<file path="config.mk">
export PLATFORM = sky130hd
export DESIGN_NAME = timer_uart_peripheral
export DESIGN_NICKNAME = d
export VERILOG_FILES = /design/src/rtl/timer_uart_peripheral.sv
export SDC_FILE = /design/constraint.sdc
export NUM_CORES = 1
export LEC_CHECK = 0
export CORE_ASPECT_RATIO = 1.1
export CORE_UTILIZATION = 58
export CTS_CLUSTER_SIZE = 8
export DETAILED_ROUTE_END_ITERATION = 10
export PLACE_DENSITY_LB_ADDON = 0.08
export SYNTH_ARGS = -nofsm -noshare
export SYNTH_HDL_FRONTEND = slang
export SYNTH_SLANG_ARGS = --single-unit
</file>
<file path="constraint.sdc">
create_clock -name clk -period 8.8 [get_ports clk]
set_input_delay 1.32 -clock clk [delete_from_list [all_inputs] [get_ports clk]]
set_output_delay 1.32 -clock clk [all_outputs]
set_load 0.005 [all_outputs]
</file>
<file path="src/rtl/timer_uart_peripheral.sv">
// Memory-mapped timer + 8N1 UART transmitter in the 0x4000_00xx window.
// The register file is written on the rising clock edge. Reads are purely
// combinational so a single-cycle core can complete a load in one cycle.
module timer_uart_peripheral #(
    parameter int unsigned BAUD_DIV  = 10417,
    parameter logic [31:0] BASE_ADDR = 32'h4000_0000
) (
    input  logic        clk,
    input  logic        reset,
    input  logic [31:0] iAddr,
    input  logic        iMemRead,
    input  logic        iMemWrite,
    input  logic [31:0] iWriteData,
    output logic [31:0] oReadData,
    output logic        oSelect,
    output logic        oInterrupt,
    output logic        oUartTx
);

    typedef enum logic [1:0] {IDLE, START, DATA, STOP} uart_state_t;

    localparam logic [31:0] ALL_ONES  = 32'hFFFF_FFFF;
    localparam logic [15:0] BAUD_LAST = 16'(BAUD_DIV - 1);

    logic [31:0] offset;
    logic [2:0]  word;
    logic        wr_th, wr_tl, wr_tcon, wr_utxd, wr_ustat;

    logic [31:0] th_reg, tl_reg;
    logic [2:0]  tcon_reg;
    logic        irq_set;

    uart_state_t state_reg;
    logic [15:0] baud_reg;
    logic [2:0]  bit_idx_reg;
    logic [2:0]  bit_idx_next;
    logic [7:0]  utxd_reg;
    logic        tx_reg;
    logic        done_reg;
    logic        busy;
    logic        baud_done;

    // Window decode: subtracting the base first keeps this correct even for
    // a base address that is not aligned to 32 bytes.
    assign offset  = iAddr - BASE_ADDR;
    assign oSelect = (offset[31:5] == 27'd0);
    assign word    = 3'(offset[4:0] >> 2);

    assign wr_th    = iMemWrite && oSelect && (word == 3'd0);
    assign wr_tl    = iMemWrite && oSelect && (word == 3'd1);
    assign wr_tcon  = iMemWrite && oSelect && (word == 3'd2);
    assign wr_utxd  = iMemWrite && oSelect && (word == 3'd6);
    assign wr_ustat = iMemWrite && oSelect && (word == 3'd7);

    // Hardware sets the IRQ status on the overflow cycle only when enabled.
    assign irq_set    = tcon_reg[0] && (tl_reg == ALL_ONES) && tcon_reg[1];
    assign oInterrupt = tcon_reg[2] & tcon_reg[1];

    assign busy         = (state_reg != IDLE);
    assign baud_done    = (baud_reg == BAUD_LAST);
    assign bit_idx_next = bit_idx_reg + 3'd1;
    assign oUartTx      = tx_reg;

    // Reload timer: CPU writes to TL beat counting; a hardware IRQ set beats
    // a software clear of the status bit written in the same cycle.
    always_ff @(posedge clk or posedge reset) begin
        if (reset) begin
            th_reg   <= 32'd0;
            tl_reg   <= 32'd0;
            tcon_reg <= 3'd0;
        end else begin
            if (wr_th)
                th_reg <= iWriteData;
            if (wr_tl)
                tl_reg <= iWriteData;
            else if (tcon_reg[0])
                tl_reg <= (tl_reg == ALL_ONES) ? th_reg : tl_reg + 32'd1;
            if (wr_tcon)
                tcon_reg <= {iWriteData[2] | irq_set, iWriteData[1:0]};
            else if (irq_set)
                tcon_reg[2] <= 1'b1;
        end
    end

    // UART transmit FSM: each state lasts BAUD_DIV cycles; the serial line
    // is a registered output updated on the edge that enters each bit slot.
    always_ff @(posedge clk or posedge reset) begin
        if (reset) begin
            state_reg   <= IDLE;
            baud_reg    <= 16'd0;
            bit_idx_reg <= 3'd0;
            utxd_reg    <= 8'd0;
            tx_reg      <= 1'b1;
            done_reg    <= 1'b0;
        end else begin
            if (wr_ustat && iWriteData[1])
                done_reg <= 1'b0;
            case (state_reg)
                IDLE: begin
                    if (wr_utxd) begin
                        utxd_reg  <= iWriteData[7:0];
                        done_reg  <= 1'b0;
                        tx_reg    <= 1'b0;
                        baud_reg  <= 16'd0;
                        state_reg <= START;
                    end
                end
                START: begin
                    if (baud_done) begin
                        baud_reg    <= 16'd0;
                        bit_idx_reg <= 3'd0;
                        tx_reg      <= utxd_reg[0];
                        state_reg   <= DATA;
                    end else begin
                        baud_reg <= baud_reg + 16'd1;
                    end
                end
                DATA: begin
                    if (baud_done) begin
                        baud_reg <= 16'd0;
                        if (bit_idx_reg == 3'd7) begin
                            tx_reg    <= 1'b1;
                            state_reg <= STOP;
                        end else begin
                            bit_idx_reg <= bit_idx_next;
                            tx_reg      <= utxd_reg[bit_idx_next];
                        end
                    end else begin
                        baud_reg <= baud_reg + 16'd1;
                    end
                end
                STOP: begin
                    if (baud_done) begin
                        baud_reg  <= 16'd0;
                        done_reg  <= 1'b1;
                        state_reg <= IDLE;
                    end else begin
                        baud_reg <= baud_reg + 16'd1;
                    end
                end
                default: state_reg <= IDLE;
            endcase
        end
    end

    // Combinational read mux; zero unless this block is being read.
    always_comb begin
        oReadData = 32'd0;
        if (iMemRead && oSelect) begin
            case (word)
                3'd0:    oReadData = th_reg;
                3'd1:    oReadData = tl_reg;
                3'd2:    oReadData = {29'd0, tcon_reg};
                3'd6:    oReadData = {24'd0, utxd_reg};
                3'd7:    oReadData = {30'd0, done_reg, busy};
                default: oReadData = 32'd0;
            endcase
        end
    end

endmodule

</file>
==> reports/metrics.yaml <==
status: "finished clean"
power_frac_comb_pct: 7.1
layout-drive-gt1-share_pct: 11.9
synthesis.nets: 754
ctsResizeCount: 0
via_per_inst: 6.32
hold_buffers: 0
antenna_found_initial: 0
power_frac_clock_pct: 43.6
final.period_utilization_pct: 65.6
die_w_um: 100
dr.pass1.iters: 6
report.final.slew_viol_count: 0
grt_pass1_wl_um: 26900
die_area_mm2: 0.0110
power.density_mw_per_mm2: 122
synth.most_common_cell: "dfrtp_1"
grt_max_degree: 68
ioPinCount: 103
cp-end-kind: "primary output"
start_util_pct: 59.3
area_delta_synth_final_pct: 22.3
grt_pass1_vias: 5556
setup_viol: 0
hold_depth: 2
synthArstFlopShare_pct: 100
p_leak_nw: 3.11
fill_cells: 817
drtIter0Drc: 500
finalCriticalPeriod_ns: 5.77
synth-edff-count: 0
maxSlewHeadroom_pct: 18.3
cts-root-buf: "clkbuf_16"
clockBufferDepth: 2
ctsHtreeMaxLevel: 3
io_buffer_count: 100
syn_area_per_cell_um2: 9.07
num_vias: 5704
synth_top_family_by_area: "simple AND/OR/NAND/NOR gates"
synth_top_cells_by_count: "dfrtp_1, nor2_1, nand2_1, mux2_2, o21ai_0"
path_class: "primary input to primary output"
ys_ff_latch: 98
antenna_cells: 0
drc_errors: 0
synthAdderAreaFrac_pct: 2.04
yosysTopAreaCell: "dfrtp_1"
rsz0062_at_grt: "no"
netlist_area_mm2: 0.00613
seqPwrFrac_pct: 49.4
muxShareOfSynthArea_pct: 12.6
die_h_um: 110
crit_required_ns: 7.48
synth-seq-area-share_pct: 40.0
max_freq_ghz: 0.173
synth_ff_type: "dfrtp_1"
hold_ws_ns: 0.488
overflow: 0
peakVddDrop_mv: 0.0812
synth_warnings: 0
clk_pin_slew_ns: 0.07
fp-row-count: 39
drv_cap: 0
hp-class: "flip-flop to flip-flop"
synth.top_cells.by_area: "dfrtp_1, mux2_2, nor2_1, a22oi_1, o21ai_0"
synthSimpleGateAreaFrac_pct: 22.4
grt_use_total_pct: 31.5
finalHoldViolCount: 0
ys_types: 61
r2r_cells: 5
cp_data_arrival_time_ns: 4.45
place_hpwl_um: 11300
place_congestion: 0.840
p_sw_share_pct: 22.1
drtAntennaViolNets: 0
fin_tns_setup_ns: 0
yosys.area_share.xor_xnor_pct: 2.14
switchingPower_w: 0.000202
synth.top_cell.area_share_pct: 39.6
synth_compound_area_share_pct: 16.9
routed_wl_um: 16700
cts_tree: "built"
fin_skew_ns: 0.00578
synthCells: 676
core_area_mm2: 0.0103
cts_setup_buffers: 0
worstMarginPinSlew_ns: 1.22
cp-start-kind: "primary input"
wire_per_inst_um: 18.5
crit_path_max_fanout: 32
cts.sinks: 98
p_int_w: 0.000711
clk_latency_ns: 0.35
cts_made_buffers: 9
fin_nets: 832
[area by class of cell]
| class | count | area [um^2] | share of cell area [%] |
|---|---|---|---|
| clock inverter | 5 | 55.1 | 0.734 |
| multi-input combinational | 521 | 3450 | 45.9 |
| timing repair buffer | 109 | 1070 | 14.2 |
| clock buffer | 11 | 243 | 3.23 |
| tap | 143 | 179 | 2.38 |
| inverter | 15 | 57.6 | 0.767 |
| sequential | 98 | 2450 | 32.7 |
[layout by cell type (no fill, tap or decap), drive strengths merged, types with 3 or more instances in the layout]
master | Yosys | routed
nand2b | 3 | 3
nand2 | 54 | 54
a21o | 7 | 7
a22oi | 31 | 31
or3 | 4 | 4
and4 | 6 | 6
nor3 | 24 | 24
o31ai | 9 | 9
and2 | 4 | 4
clkbuf | 31 | 11
clkdlybuf4s50 | 0 | 100
a21oi | 30 | 30
a31oi | 6 | 6
xor2 | 9 | 9
a22o | 5 | 5
nor4 | 13 | 13
nor4b | 4 | 4
nor2 | 74 | 74
nand4 | 19 | 19
nor4bb | 3 | 3
clkinv | 0 | 3
or2 | 3 | 3
nor2b | 9 | 9
o211ai | 9 | 9
buf | 11 | 9
inv | 15 | 14
xnor2 | 6 | 6
o22ai | 3 | 3
mux2 | 53 | 53
o21ai | 43 | 43
mux2i | 13 | 13
and3 | 11 | 11
or4 | 3 | 3
a211oi | 4 | 4
dfrtp | 97 | 97
nand3 | 26 | 26
ha | 10 | 10
nor3b | 5 | 5
[through the flow]
step / setup WS [ns] / instances / util [%] / power (W) / area, um^2
after floorplan: 4.80 / 676 / - / 0.000482 / 6130
after global placement: 3.13 / 886 / 69.7 / 0.000522 / 7210
after detailed placement: 3.03 / 886 / 69.7 / 0.000523 / 7210
after CTS: 3.04 / 902 / 72.5 / 0.000917 / 7500
after global routing: 2.86 / 902 / 72.5 / 0.000944 / 7500
final: 3.03 / 902 / 72.5 / 0.000913 / 7500
[power by group through the flow]
stage	combinational, W	clock, W	sequential (W)
after floorplan	0.0000224	0	0.000459
after global placement	0.0000630	0	0.000459
after detailed placement	0.0000643	0	0.000459
after CTS	0.0000647	0.000402	0.000451
after global routing	0.0000695	0.000424	0.000450
final	0.0000644	0.000398	0.000451
[per-layer routing]
layer  track usage (%)  vias to the layer above  share of wire (%)
li1                  -                     2651                  -
met1              40.4                     2800                 41
met2              53.6                      229                 51
met3              5.21                       24                6.7
met4              12.1                        0                1.5
met5                 0                        -                  0
[path summary, 6_finish.rpt]
path | slack (ns) | from | endpoint
max reg2reg | 5.37 | tl_reg[3]$_DFFE_PP0P_ | tl_reg[15]$_DFFE_PP0P_
max | 3.03 | iAddr[6] | oReadData[0]
min in group asynchronous | 1.32 | reset | baud_reg[2]$_DFFE_PP0P_
min reg2reg | 0.49 | oUartTx$_DFFE_PP1P_ | oUartTx$_DFFE_PP1P_
min | 0.49 | oUartTx$_DFFE_PP1P_ | oUartTx$_DFFE_PP1P_
max in group asynchronous | 6.22 | reset | th_reg[4]$_DFFE_PP0P_
[critical path, stage by stage]
cell             delay (ns)
clkdlybuf4s50_1        0.45
nor4_1                 0.31
nand4_1                0.24
nor3_1                 0.37
nand2_1                0.79
nor2b_1                0.42
clkdlybuf4s50_1        0.55
[cells by family (layout without fill, tap and decap cells)]
family / Yosys count / count (layout)
DFF: 98 / 98
xor gates and xnor gates: 15 / 15
buffers and inverters: 57 / 140
AOI/OAI and AO/OA: 161 / 161
adders and majority gates: 10 / 10
muxes: 68 / 68
and+or+nand+nor: 267 / 267
(Power assumes the default switching activity.)
